`src/rtl/score_read_sequencer.sv`:
```
// score_read_sequencer: fetches the diag/up/left neighbour scores of cell (i,j)
// from score RAM and strobes them into the score-RAM output manager.
//
// Ports:
//   clk, rst (sync, active-low)
//   start, i, j                -> cell request, sampled only when idle
//   busy, done, err            -> status toward the cell controller
//   ram_re, ram_addr           -> score-RAM read port
//   en_read, count, signal     -> output-manager strobes
//   cell_cnt (SRS_CELL_CNT_EN) -> saturating count of completed cells
//
// Optional feature macro: SRS_CELL_CNT_EN adds the cell_cnt port/counter.
module score_read_sequencer #(
  parameter int N      = 128,
  parameter int IDX_W  = 8,
  parameter int ADDR_W = 15,
  parameter int RD_LAT = 1
) (
  input  logic              clk,
  input  logic              rst,
  input  logic              start,
  input  logic [IDX_W-1:0]  i,
  input  logic [IDX_W-1:0]  j,
  output logic              busy,
  output logic              done,
  output logic              err,
  output logic              ram_re,
  output logic [ADDR_W-1:0] ram_addr,
  output logic              en_read,
  output logic [1:0]        count,
  output logic              signal
`ifdef SRS_CELL_CNT_EN
  ,
  output logic [15:0]       cell_cnt
`endif
);

  typedef enum logic [2:0] {
    S_IDLE,
    S_ISSUE,
    S_DRAIN,
    S_PRESENT,
    S_DONE,
    S_ERR
  } state_t;

  state_t              state_q;
  logic [IDX_W-1:0]    i_q;
  logic [IDX_W-1:0]    j_q;
  logic [1:0]          tag_q;
  logic                busy_q;
  logic                done_q;
  logic                err_q;
  logic                ram_re_q;
  logic [ADDR_W-1:0]   addr_q;
  logic                signal_q;
  logic [1:0]          count_q;
  logic [RD_LAT-1:0]   pv_q;
  logic [2*RD_LAT-1:0] pt_q;
`ifdef SRS_CELL_CNT_EN
  logic [15:0]         cnt_q;
`endif

  // Stage 0 is the read being issued this cycle; stage RD_LAT is the
  // read whose data the RAM presents this cycle.
  logic [RD_LAT:0]     pv_d;
  logic [2*RD_LAT+1:0] pt_d;
  logic                last_v;
  logic [1:0]          last_t;
  logic                bad_ij;

  assign pv_d   = {pv_q, ram_re_q};
  assign pt_d   = {pt_q, tag_q};
  assign last_v = pv_d[RD_LAT];
  assign last_t = pt_d[2*RD_LAT +: 2];

  assign bad_ij = (i == '0) || (j == '0) ||
                  (32'(i) > 32'(N)) || (32'(j) > 32'(N));

  // sel 0=diag (i-1,j-1), 1=up (i-1,j), 2=left (i,j-1)
  function automatic logic [ADDR_W-1:0] addr_of(
    input logic [IDX_W-1:0] ri,
    input logic [IDX_W-1:0] cj,
    input logic [1:0]       sel
  );
    logic [31:0] r;
    logic [31:0] c;
    r = (sel == 2'd2) ? 32'(ri) : 32'(ri) - 32'd1;
    c = (sel == 2'd1) ? 32'(cj) : 32'(cj) - 32'd1;
    return ADDR_W'(r * 32'(N + 1) + c);
  endfunction

  always_ff @(posedge clk) begin
    if (!rst) begin
      pv_q    <= '0;
      pt_q    <= '0;
      count_q <= '0;
    end else begin
      pv_q <= pv_d[RD_LAT-1:0];
      pt_q <= pt_d[2*RD_LAT-1:0];
      // count follows the tag entering the last stage, holds otherwise
      if (pv_d[RD_LAT-1])
        count_q <= pt_d[2*(RD_LAT-1) +: 2];
    end
  end

  always_ff @(posedge clk) begin
    if (!rst) begin
      state_q  <= S_IDLE;
      i_q      <= '0;
      j_q      <= '0;
      tag_q    <= '0;
      busy_q   <= 1'b0;
      done_q   <= 1'b0;
      err_q    <= 1'b0;
      ram_re_q <= 1'b0;
      addr_q   <= '0;
      signal_q <= 1'b0;
`ifdef SRS_CELL_CNT_EN
      cnt_q    <= '0;
`endif
    end else begin
      unique case (state_q)
        S_IDLE: begin
          if (start) begin
            busy_q <= 1'b1;
            if (bad_ij) begin
              state_q <= S_ERR;
              err_q   <= 1'b1;
            end else begin
              state_q  <= S_ISSUE;
              i_q      <= i;
              j_q      <= j;
              tag_q    <= 2'd0;
              ram_re_q <= 1'b1;
              addr_q   <= addr_of(i, j, 2'd0);
            end
          end
        end
        S_ISSUE: begin
          if (tag_q == 2'd2) begin
            state_q  <= S_DRAIN;
            ram_re_q <= 1'b0;
            addr_q   <= '0;
          end else begin
            tag_q  <= tag_q + 2'd1;
            addr_q <= addr_of(i_q, j_q, tag_q + 2'd1);
          end
        end
        S_DRAIN: begin
          // left-neighbour data lands this cycle: buffer complete next
          if (last_v && last_t == 2'd2) begin
            state_q  <= S_PRESENT;
            signal_q <= 1'b1;
          end
        end
        S_PRESENT: begin
          state_q  <= S_DONE;
          signal_q <= 1'b0;
          done_q   <= 1'b1;
`ifdef SRS_CELL_CNT_EN
          if (cnt_q != 16'hFFFF)
            cnt_q <= cnt_q + 16'd1;
`endif
        end
        S_DONE: begin
          state_q <= S_IDLE;
          done_q  <= 1'b0;
          busy_q  <= 1'b0;
        end
        S_ERR: begin
          state_q <= S_IDLE;
          err_q   <= 1'b0;
          busy_q  <= 1'b0;
        end
        default: begin
          state_q <= S_IDLE;
        end
      endcase
    end
  end

  assign busy     = busy_q;
  assign done     = done_q;
  assign err      = err_q;
  assign ram_re   = ram_re_q;
  assign ram_addr = addr_q;
  assign en_read  = last_v;
  assign count    = count_q;
  assign signal   = signal_q;
`ifdef SRS_CELL_CNT_EN
  assign cell_cnt = cnt_q;
`endif

endmodule
```
`config.mk`:
```
export PLATFORM = sky130hd
export DESIGN_NAME = score_read_sequencer
export DESIGN_NICKNAME = d
export VERILOG_FILES = /design/src/rtl/score_read_sequencer.sv
export SDC_FILE = /design/constraint.sdc
export NUM_CORES = 1
export LEC_CHECK = 0
export CORE_MARGIN = 5
export CORE_UTILIZATION = 45
export CTS_CLUSTER_SIZE = 20
export DETAILED_ROUTE_END_ITERATION = 12
export SYNTH_ARGS = -nofsm -noshare
export SYNTH_HDL_FRONTEND = slang
export SYNTH_SLANG_ARGS = --single-unit
```
`constraint.sdc`:
```
create_clock -name clk -period 9.6 [get_ports clk]
set_clock_uncertainty 0.05 [all_clocks]
set_input_delay 2.4 -clock clk [delete_from_list [all_inputs] [get_ports clk]]
set_output_delay 2.4 -clock clk [all_outputs]
set_load 0.05 [all_outputs]
```
After elaboration in Yosys (flattened, before gate mapping)
Cells that the tools add are included.
{"block": "totals", "register_bits": 46, "inputBits": 19, "out_inout_bits": 23}
{"block": "op_classes", "n_addsub": 7, "mul": 2, "order_cmp": 2, "eq_ne": 15, "muxes": 27, "n_bitwise": 1, "n_reduce_logical": 21}
{"op": "2-to-1 mux 15 bit", "n": 4}
{"op": "subtractor 8 x 1 -> 9 bit, second input constant", "n": 4}
{"op": "multiplier 32 x 8 -> 15 bit, second input constant", "n": 1}
{"op": "2-to-1 mux 32 bit", "n": 1}
{"op": "case mux 15 bit (2 select lines)", "n": 1}
{"op": "greater-than comparator 8 bit, second input constant", "n": 2}
{"op": "logical NOT 8 bit", "n": 2}
{"op": "adder 15 bit", "n": 1}
{"op": "adder 15 x 9 -> 15 bit", "n": 1}
{"op": "multiplier 9 x 9 -> 15 bit, second input constant", "n": 1}
{"op": "2-to-1 mux 3 bit", "n": 4}
{"op": "inequality test 2 bit, second input constant", "n": 6}
{"op": "case mux 3 bit (4 select lines)", "n": 1}
{"op": "AND reduction 3 bit", "n": 4}
{"op": "case mux 1 bit (2 select lines)", "n": 5}
{"op": "nonzero test 2 bit", "n": 5}
{"op": "AND reduction 4 bit", "n": 2}
{"op": "2-to-1 mux 1 bit", "n": 7}
{"op": "== test 2 bit, second input constant", "n": 3}
{"op": "== test 3 x 2 -> 1 bit, second input constant", "n": 2}
{"op": "== test 3 bit, second input constant", "n": 2}
{"op": "2-to-1 mux 2 bit", "n": 3}
{"op": "case mux 2 bit (2 select lines)", "n": 1}
{"op": "AND reduction 2 bit", "n": 2}
{"op": "8 further kinds", "n": 10}

Logic depth before layout (Yosys ltp)
{"block": "depth", "word_depth": 7, "ltp_mapped": 20}

Worst setup path after synthesis
OpenSTA, ideal clock, no wires.
{"block": "synth_timing", "kind": "input to register", "startpoint": "input port i[2]", "endpoint": "register addr_q[11], in the netlist ram_addr[11]", "setup_ns": 0.115, "t_arrival_ns": 5.964, "required_ns": 9.435, "setup_slack_ns": 3.471, "path_stages": 13, "path_buffers": 0, "cell_sequence": "nor4_4 nand2_1 nor3b_1 ha_1 ha_1 fa_1 ha_1 inv_1 a211oi_1 nor2_1 a2111oi_0 a21oi_1 o21a_1"}
{"block": "synth_via", "elab_chain_cells": 6, "elab_cells_between_ends": 13}
{"element": "start: declaration", "line": "22", "text": "input logic [IDX_W-1:0] i,"}
{"element": "subtractor 8 x 1 -> 9 bit or logical NOT 8 bit (tied branches)", "line": "88, 77"}
{"element": "multiplier 9 x 9 -> 15 bit or logical OR 1 bit (tied branches)", "line": "90, 77"}
{"element": "adder 15 x 9 -> 15 bit or logical OR 1 bit (tied branches)", "line": "90, 77"}
{"element": "2-to-1 mux 15 bit or logical OR 1 bit (tied branches)", "line": "127, 78"}
{"element": "2-to-1 mux 15 bit or inequality test 2 bit (tied branches)"}
{"element": "case mux 15 bit (2 select lines) or AND reduction 3 bit (tied branches)"}
{"element": "end signal: assignment", "line": "136", "text": "addr_q <= addr_of(i, j, 2'd0);"}
{"element": "end signal: assignment", "line": "147", "text": "addr_q <= addr_of(i_q, j_q, tag_q + 2'd1);"}
{"element": "end: declaration", "line": "55", "text": "logic [ADDR_W-1:0] addr_q;"}
Several ways; a longest one is shown, not always the timed one. The select of a mux whose other input is x is not followed.
A chain may end at the register's enable or synchronous reset.

Worst setup path in the final report
Same ends and word-level chain as after synthesis.

==> reports/qor.yml <==
power_and_ir_drop:
  p_leak_nw: 2.65
  ir_drop_mv: 0.136
  power_density_nw_per_um2: 191
clock_network:
  cts_root_buf: "clkbuf_8"
  clkSinkCount: 46
  cts_hold_buf: 0
  cts-resized-gates: 0
  cts_buffers: 5
  htreeDepth: 2
  cts_tree: "done"
  clkTransAtPathRegs_ps: 90
  clkLatencyLatePin_ps: 320
  post_cts_buffers: 0
  cts_buffer_depth: 2
sta:
  finalHoldViolCount: 0
  fin_crit_ps: 6950
  fmaxAchievable_ghz: 0.144
  setup_violations: 0
  setup-tns-final_ps: 0
  maxSlewHeadroom_pct: 42.6
  slew_violations: 0
  rsz0062_at_grt: "no"
  max_slew.worst_pin.slew_ps: 859
  fin_crit_sh_pct: 72.4
route:
  totalWireLength_um: 11600
  wl_per_cell_um: 16.1
  drc: 0
  dr_total_vias: 3982
  drtIter0Drc: 199
  dr.pass1.iters: 4
  ant_nets: 0
  avgViaCountPerCell: 5.52
floorplanning:
  rows: 37
  fp.coreArea_um2: 10400
  die_w_um: 113
  io_pins: 42
  die_h_um: 113
  die_area_um2: 12800
  initial_utilization_pct: 46.3
grt:
  grt_overflow: 0
  antenna_found_initial: 0
  grt_pass1_vias: 3839
  track_usage_pct: 18.4
  grt_max_degree: 45
  grt_pass1_wl_um: 19000
synth:
  synth_edf_count: 0
  async_flop_share_pct: 0
  yosysTopAreaCell: "ha_1"
  synthFlopType: "dfxtp_1"
  seq_area_frac_synth_pct: 19.2
  yosysWarningCount: 0
  synth_nets: 666
  synthDistinctLibCells: 62
  yosys.area.top_type_share_pct: 22.4
  mappedNetlistArea_um2: 4800
  syn_inst: 548
  ys_seq_elements: 46
  postSynthAreaPerCell_um2: 8.76
  synthTopCellsByArea: "ha_1 (22%), dfxtp_1 (19%), fa_1 (5.4%), xnor2_1 (5.1%), inv_1 (4.6%)"
layout:
  diodes: 0
  drive_gt1_share_pct: 3.42
  multi_input_area_um2: 3590
  fin_nets: 702
  stdcell_area_um2: 5450
  area_growth_pct: 13.5
  fillers: 1021
  regArea_um2: 921
place:
  io_buffers: 41
  dpl-instance-area_um2: 5330
  detailed_place_hpwl_um: 9650
  place_congestion: 0.862
setup_path:
  critPathCaptureType: "flip-flop"
  worstPathArrival_ps: 7130
  cp.required_ps: 9770
  cp-start-kind: "primary input"
  crit_type: "primary input to flip-flop"
  crit_fanout: 6
worst_hold_path:
  hp-class: "flip-flop to flip-flop"
job:
  cap_violations: 0
outcome:
  status: "completed"
## per-layer routing
metal / up-vias / GRT usage, % / share of wire, %
met5: - / 0 / 0
met4: 0 / 5.37 / 1.7
met3: 14 / 1.66 / 1.9
met2: 59 / 31.1 / 48
met1: 1887 / 25.0 / 48
li1: 2022 / - / -
## where the power goes
group / switching, mW / leakage, nW / internal (mW)
logic: 0.386 / 2.22 / 0.284
clock network: 0.0743 / 0.0585 / 0.0781
registers: 0.0125 / 0.376 / 0.207
total: 0.473 / 2.65 / 0.569
## path summary, 6_finish.rpt
kind / endpoint / slack [ps] / cells after the start / startpoint
setup / recovery: ram_addr[11] / 2650 / 14 / i[2]
hold reg to reg: signal / 430 / 2 / signal
setup reg to reg: ram_addr[13] / 4520 / 17 / tag_q[0]
hold / removal: signal / 430 / 2 / signal
## cell usage in the layout, fill, tap and decap left out, types with 3 or more instances in the layout
cell	count
a211oi_1	6
a21boi_0	3
a21o_1	8
a21oi_1	31
a31oi_1	7
and2_1	5
and3_1	10
and4_1	3
clkbuf_8	5
clkdlybuf4s50_1	41
dfxtp_1	46
fa_1	13
ha_1	86
inv_1	59
mux2i_1	21
nand2_1	30
nand2b_1	4
nand3_1	9
nand3b_1	4
nor2_1	21
nor2b_1	21
nor3_1	11
nor4_1	8
o211a_1	8
o211ai_1	3
o21a_1	5
o21ai_0	24
or3_1	5
xnor2_1	28
xor2_1	16
## synthesized netlist by cell type, types with 2 or more instances
master and number:
ha_1 86, inv_1 59, dfxtp_1 46, a21oi_1 31, nand2_1 30, xnor2_1 28, o21ai_0 24, mux2i_1 21
nor2_1 21, nor2b_1 21, xor2_1 16, fa_1 13, nor3_1 11, and3_1 10, nand3_1 9, a21o_1 8
clkbuf_1 8, nor4_1 8, o211a_1 8, a31oi_1 7, a211oi_1 6, and2_1 5, o21a_1 5, or3_1 5
buf_2 4, nand2b_1 4, nand3b_1 4, a21boi_0 3, and4_1 3, o211ai_1 3, a2111oi_0 2, a211o_1 2
a41oi_1 2, mux2_2 2, nand4_1 2, nor3b_1 2, o221ai_1 2, o31ai_1 2, or4_1 2
## cell type report
class	instances	area share, %
repair buffers	43	7.81
clock buffers	5	1.26
clock inverters	3	0.804
multi-input cells	429	66.0
inverters	59	4.07
flip-flops and latches	46	16.9
well taps	136	3.12
## per-stage QoR
step	utilization (%)	setup slack, ps	power [mW]	std cells	hold slack, ps
finish	52.5	2650	1.04	721	434
global route	52.5	2140	1.14	721	469
CTS	52.5	2690	1.05	721	442
detailed placement	51.4	2380	0.893	713	416
global placement	51.4	2550	0.882	713	400
floorplan	-	3470	0.726	548	441
## sequential cells by signal, summed over array words and instances, names as in the netlist
register,count
i_q,8
ram_re,1
last_t,2
err,1
signal,1
en_read,1
j_q,8
busy,1
tag_q,2
done,1
count,2
ram_addr,15
state_q,3
## worst max-delay path, stage by stage
cell and delay [ps]:
clkdlybuf4s50_1 540, nor4_4 420, nand2_1 120, nor3b_1 680, ha_1 360, ha_1 320, fa_1 470, ha_1 360
inv_1 50, a211oi_1 580, nor2_1 110, a2111oi_0 400, a21oi_1 120, o21a_1 170
## kinds of logic (layout without fill, tap and decap cells)
logic type	after synthesis	count (layout)	synth area share, %
mux	23	23	4.85
flops	46	46	19.2
simple gates	143	143	16.8
xor+xnor	46	46	9.00
fa+ha+maj	99	99	27.8
compound gates	118	118	16.5
buf+inv	73	110	5.89
No activity file was read; power rests on OpenSTA's default activity.
==> patch 1: new RTL, config.mk and constraints unchanged <==
Put one more register stage on the output `ram_addr`, cleared by the reset. The value now appears one clock later. The other outputs are not delayed to match.
--- a/src/rtl/score_read_sequencer.sv
+++ b/src/rtl/score_read_sequencer.sv
@@ -184,7 +184,13 @@
   assign done     = done_q;
   assign err      = err_q;
   assign ram_re   = ram_re_q;
-  assign ram_addr = addr_q;
+  always_ff @(posedge clk) begin
+    if (!rst) begin
+      ram_addr <= '0;
+    end else begin
+      ram_addr <= addr_q;
+    end
+  end
   assign en_read  = last_v;
   assign count    = count_q;
   assign signal   = signal_q;
Function: changed (Yosys sat finds a counterexample within 4 cycles, from zero or initial values and one cycle with rst low).
==> patch 1 against the original RTL <==
  * First-iteration DRC count is 36% higher
  * Critical path depth rose by 2
  * Design area increased by 4.7%
  * Sequential share of layout area increased by 4.5 points
  * Total power increased by 35%
  * Routed wire length is 0.43% lower
  * Synthesized cell count rose by 5.5%
  * Sequential cell count increased by 15
  * Area after synthesis increased by 4.1%
  * Worst setup slack gained 0.11 ns
==> patch 1: results (changes against the original RTL) <==
| Step | Quantity | This run | Delta |
|---|---|---|---|
| run status | Outcome | finished, final reports clean |  |
| synthesis | Fraction of synthesized cell area in xor and xnor cells | 8.77% | -0.23 points |
| route | Number of DRC markers in iteration 0 | 270 | +36% |
| global routing | Number of global-route vias before repair | 3840 | +0.026% |
| synthesis | Main area contributors after synthesis | sky130_fd_sc_hd__dfxtp_1, sky130_fd_sc_hd__ha_1, sky130_fd_sc_hd__xnor2_1, sky130_fd_sc_hd__fa_1, sky130_fd_sc_hd__nand2_1 |  |
| hold path | Hold path cells | 1 | -1 |
| synthesis | Adder and majority cell fraction of the synthesized area | 26.8% | -1.1 points |
| synthesis | Syn Nets | 696 | +4.5% |
| placed design | Final Wtd Congestion | 0.841 | -2.4% |
| global routing | Pin count of the biggest net entering global routing | 40 | -11% |
| worst setup path | Data arrival time at the worst-slack endpoint | 7.01 ns | -0.12 ns |
| finish | Share of cells above drive strength 1 | 4.52% | +1.1 points |
| synthesis | Compound-Gate Fraction of Synth Area | 15.5% | -0.97 points |
| route | First-pass iteration count of the detailed router | 6 | +2 |
| synthesis | Share of cell area taken by muxes after synthesis | 1.00% | -3.8 points |
| synthesis | Number of distinct library cells after synthesis | 53 | -15% |
| timing | Slew at the pin closest to its max-slew limit | 0.897 ns | +0.0382 ns |
| worst setup path | Slack of the worst reg-to-reg path | 4.78 ns | +0.26 ns |
| route | Total wire length after detailed routing | 11600 µm | -0.43% |
| worst setup path | Worst path max stage delay | 0.52 ns | -0.16 ns |
| global routing | Antenna violations before repair | 1 | +1 |
| worst setup path | R2r worst-path depth | 18 | +1 |
| pwr | Static Leak | 2.48 nW | -6.7% |
| synthesis | Sequential fraction of the synthesis area | 24.4% | +5.3 points |
| timing | Worst-case hold slack | 0.403 ns | -0.0316 ns |
-- patch 1: area by class of cell --
type / count / share of cell area, %
multi-input cells: 445 / 61.2
flip-flops and latches: 61 / 21.4
repair buffers: 44 / 7.60
inverters: 55 / 3.62
well taps: 140 / 3.07
clock buffers: 10 / 2.41
clock inverters: 5 / 0.659
-- patch 1: power groups by stage --
| stage | clock, mW | sequential [mW] | combinational [mW] |
|---|---|---|---|
| after floorplan | 0 | 0.346 | 0.636 |
| after global placement | 0 | 0.316 | 0.894 |
| after detailed placement | 0 | 0.318 | 0.902 |
| after CTS | 0.208 | 0.312 | 0.909 |
| after global routing | 0.218 | 0.316 | 1.01 |
| final | 0.203 | 0.311 | 0.896 |
-- patch 1: stage by stage --
stage               setup slack, ns  cell area (µm²)  cells
finish                         2.75             5700    760
global route                   2.44             5700    760
global placement               2.53             5520    745
CTS                            2.74             5700    760
floorplan                      3.22             4990    578
detailed placement             2.38             5520    745
-- patch 1: metal layers --
| metal | wire (µm) | vias up | GRT usage, % | part of all wire, % |
|---|---|---|---|---|
| met3 | 399 | 17 | 2.68 | 3.4 |
| met4 | 189 | 2 | 5.79 | 1.6 |
| met1 | 5570 | 1940 | 24.8 | 48 |
| li1 | - | 2089 | - | - |
| met2 | 5400 | 81 | 28.9 | 47 |
| met5 | 13 | - | 0 | 0.11 |
-- patch 1: worst paths after layout --
kind | start | end
hold / removal | addr_q[6] | ram_addr[6]
setup / recovery | i[0] | addr_q[14]
setup reg to reg | tag_q[0] | addr_q[12]
hold reg to reg | addr_q[6] | ram_addr[6]
==> patch 2: new RTL, same settings <==
Made on the original files. Set the parameter `RD_LAT` to 2 (it was 1).
--- a/src/rtl/score_read_sequencer.sv
+++ b/src/rtl/score_read_sequencer.sv
@@ -14,7 +14,7 @@
   parameter int N      = 128,
   parameter int IDX_W  = 8,
   parameter int ADDR_W = 15,
-  parameter int RD_LAT = 1
+  parameter int RD_LAT = 2
 ) (
   input  logic              clk,
   input  logic              rst,
Check against the original RTL: not equivalent (a bounded check fails within 4 cycles, from zero or initial values and one cycle with rst low).
==> patch 2 against the original RTL <==
  * Cell count shrank 1.5%
  * Non-clock buffer count unchanged
  * Worst setup slack got worse by 0.17 ns
  * Total power shrank 0.91%
  * Sequential power increased by 7%
  * Design area fell by 1.1%
  * Routed wire length is 1.4% lower
  * Global-route usage is 0.24 points lower
  * Area after synthesis shrank 0.31%
  * Sequential cell count increased by 3
  * Critical path type unchanged
  * Highest routed layer unchanged
==> patch 2: results (changes against the original RTL) <==
| Step | Quantity | This run | Delta |
|---|---|---|---|
| global routing | Global routing usage on met2 | 29.5% | -1.7 points |
| global routing | Total routing usage reported by global routing | 18.2% | -0.24 points |
| route | Total wire length after detailed routing | 11500 µm | -1.4% |
| finish | Fraction of standard cell area in multi-input logic | 65.1% | -0.88 points |
| finish | Layout Nets | 691 | -1.6% |
| route | Vias per cell | 5.28 | -4.4% |
| pwr | Static Leak | 2.50 nW | -5.9% |
| run status | Outcome | finished, final reports clean |  |
| hold path | Endpoint with the worst hold slack | pt_q[2] |  |
| worst setup path | R2r worst-path depth | 16 | -1 |
| synthesis | Most frequent cells after synthesis | sky130_fd_sc_hd__ha_1, sky130_fd_sc_hd__inv_1, sky130_fd_sc_hd__dfxtp_1 |  |
| finish | Number of signal-net inverters in the final layout | 54 | -8.5% |
| finish | Footprint of the multi-input gates | 3510 µm² | -2.5% |
| global routing | Global routing met1 resource utilization | 25.0% | +0.033 points |
| worst setup path | Cell with the largest stage delay on the worst path | sky130_fd_sc_hd__or4_4 |  |
| finish | Layout clock area frac | 1.81% | -0.25 points |
| global routing | Met3 GRT Util | 3.42% | +1.8 points |
| timing | Highest attainable clock frequency | 140 MHz | -2.4% |
| global routing | Pin count of the biggest net entering global routing | 48 | +6.7% |
| placed design | Placement-stage worst setup slack | 2.13 ns | -0.247 ns |
| finish | Count of flip-flops and latches | 49 | +6.5% |
| synthesis | Sequential fraction of the synthesis area | 20.5% | +1.3 points |
| global routing | Number of global-route vias before repair | 3742 | -2.5% |
| synthesis | Syn Nets | 655 | -1.7% |
| placed design | Cell area reported after detailed placement | 5290 µm² | -0.89% |
| finish | Multi-input combinational cell count | 420 | -2.1% |
| timing | Slew at the pin closest to its max-slew limit | 0.775 ns | -0.0841 ns |
-- patch 2: cell count changes in the layout (fill, tap and decap cells not counted), sizes merged, moves of 4 or more --
cell    before  now
nor2        21   26
nand2b       4    9
xor2        16   21
and3        10    5
nand3        9    3
nand2       30   25
and2         5   11
inv         60   56
a22oi        0    4
-- patch 2: where the power goes --
group	switching (mW)	leakage (nW)	internal, mW	total, mW
clock network	0.0829	0.0506	0.0547	0.138
logic	0.385	2.05	0.275	0.660
registers	0.0140	0.400	0.221	0.235
total	0.482	2.50	0.551	1.03
-- patch 2: cell families (layout without fill, tap and decap cells) --
kind of cell	count (synthesis)	count (layout)	synth area share (%)
simple gates	140	140	16.5
fa+ha+maj	99	99	27.9
xor+xnor	51	51	9.50
mux	22	22	4.60
compound gates	108	108	14.8
buf+inv	68	105	6.20
flops	49	49	20.5
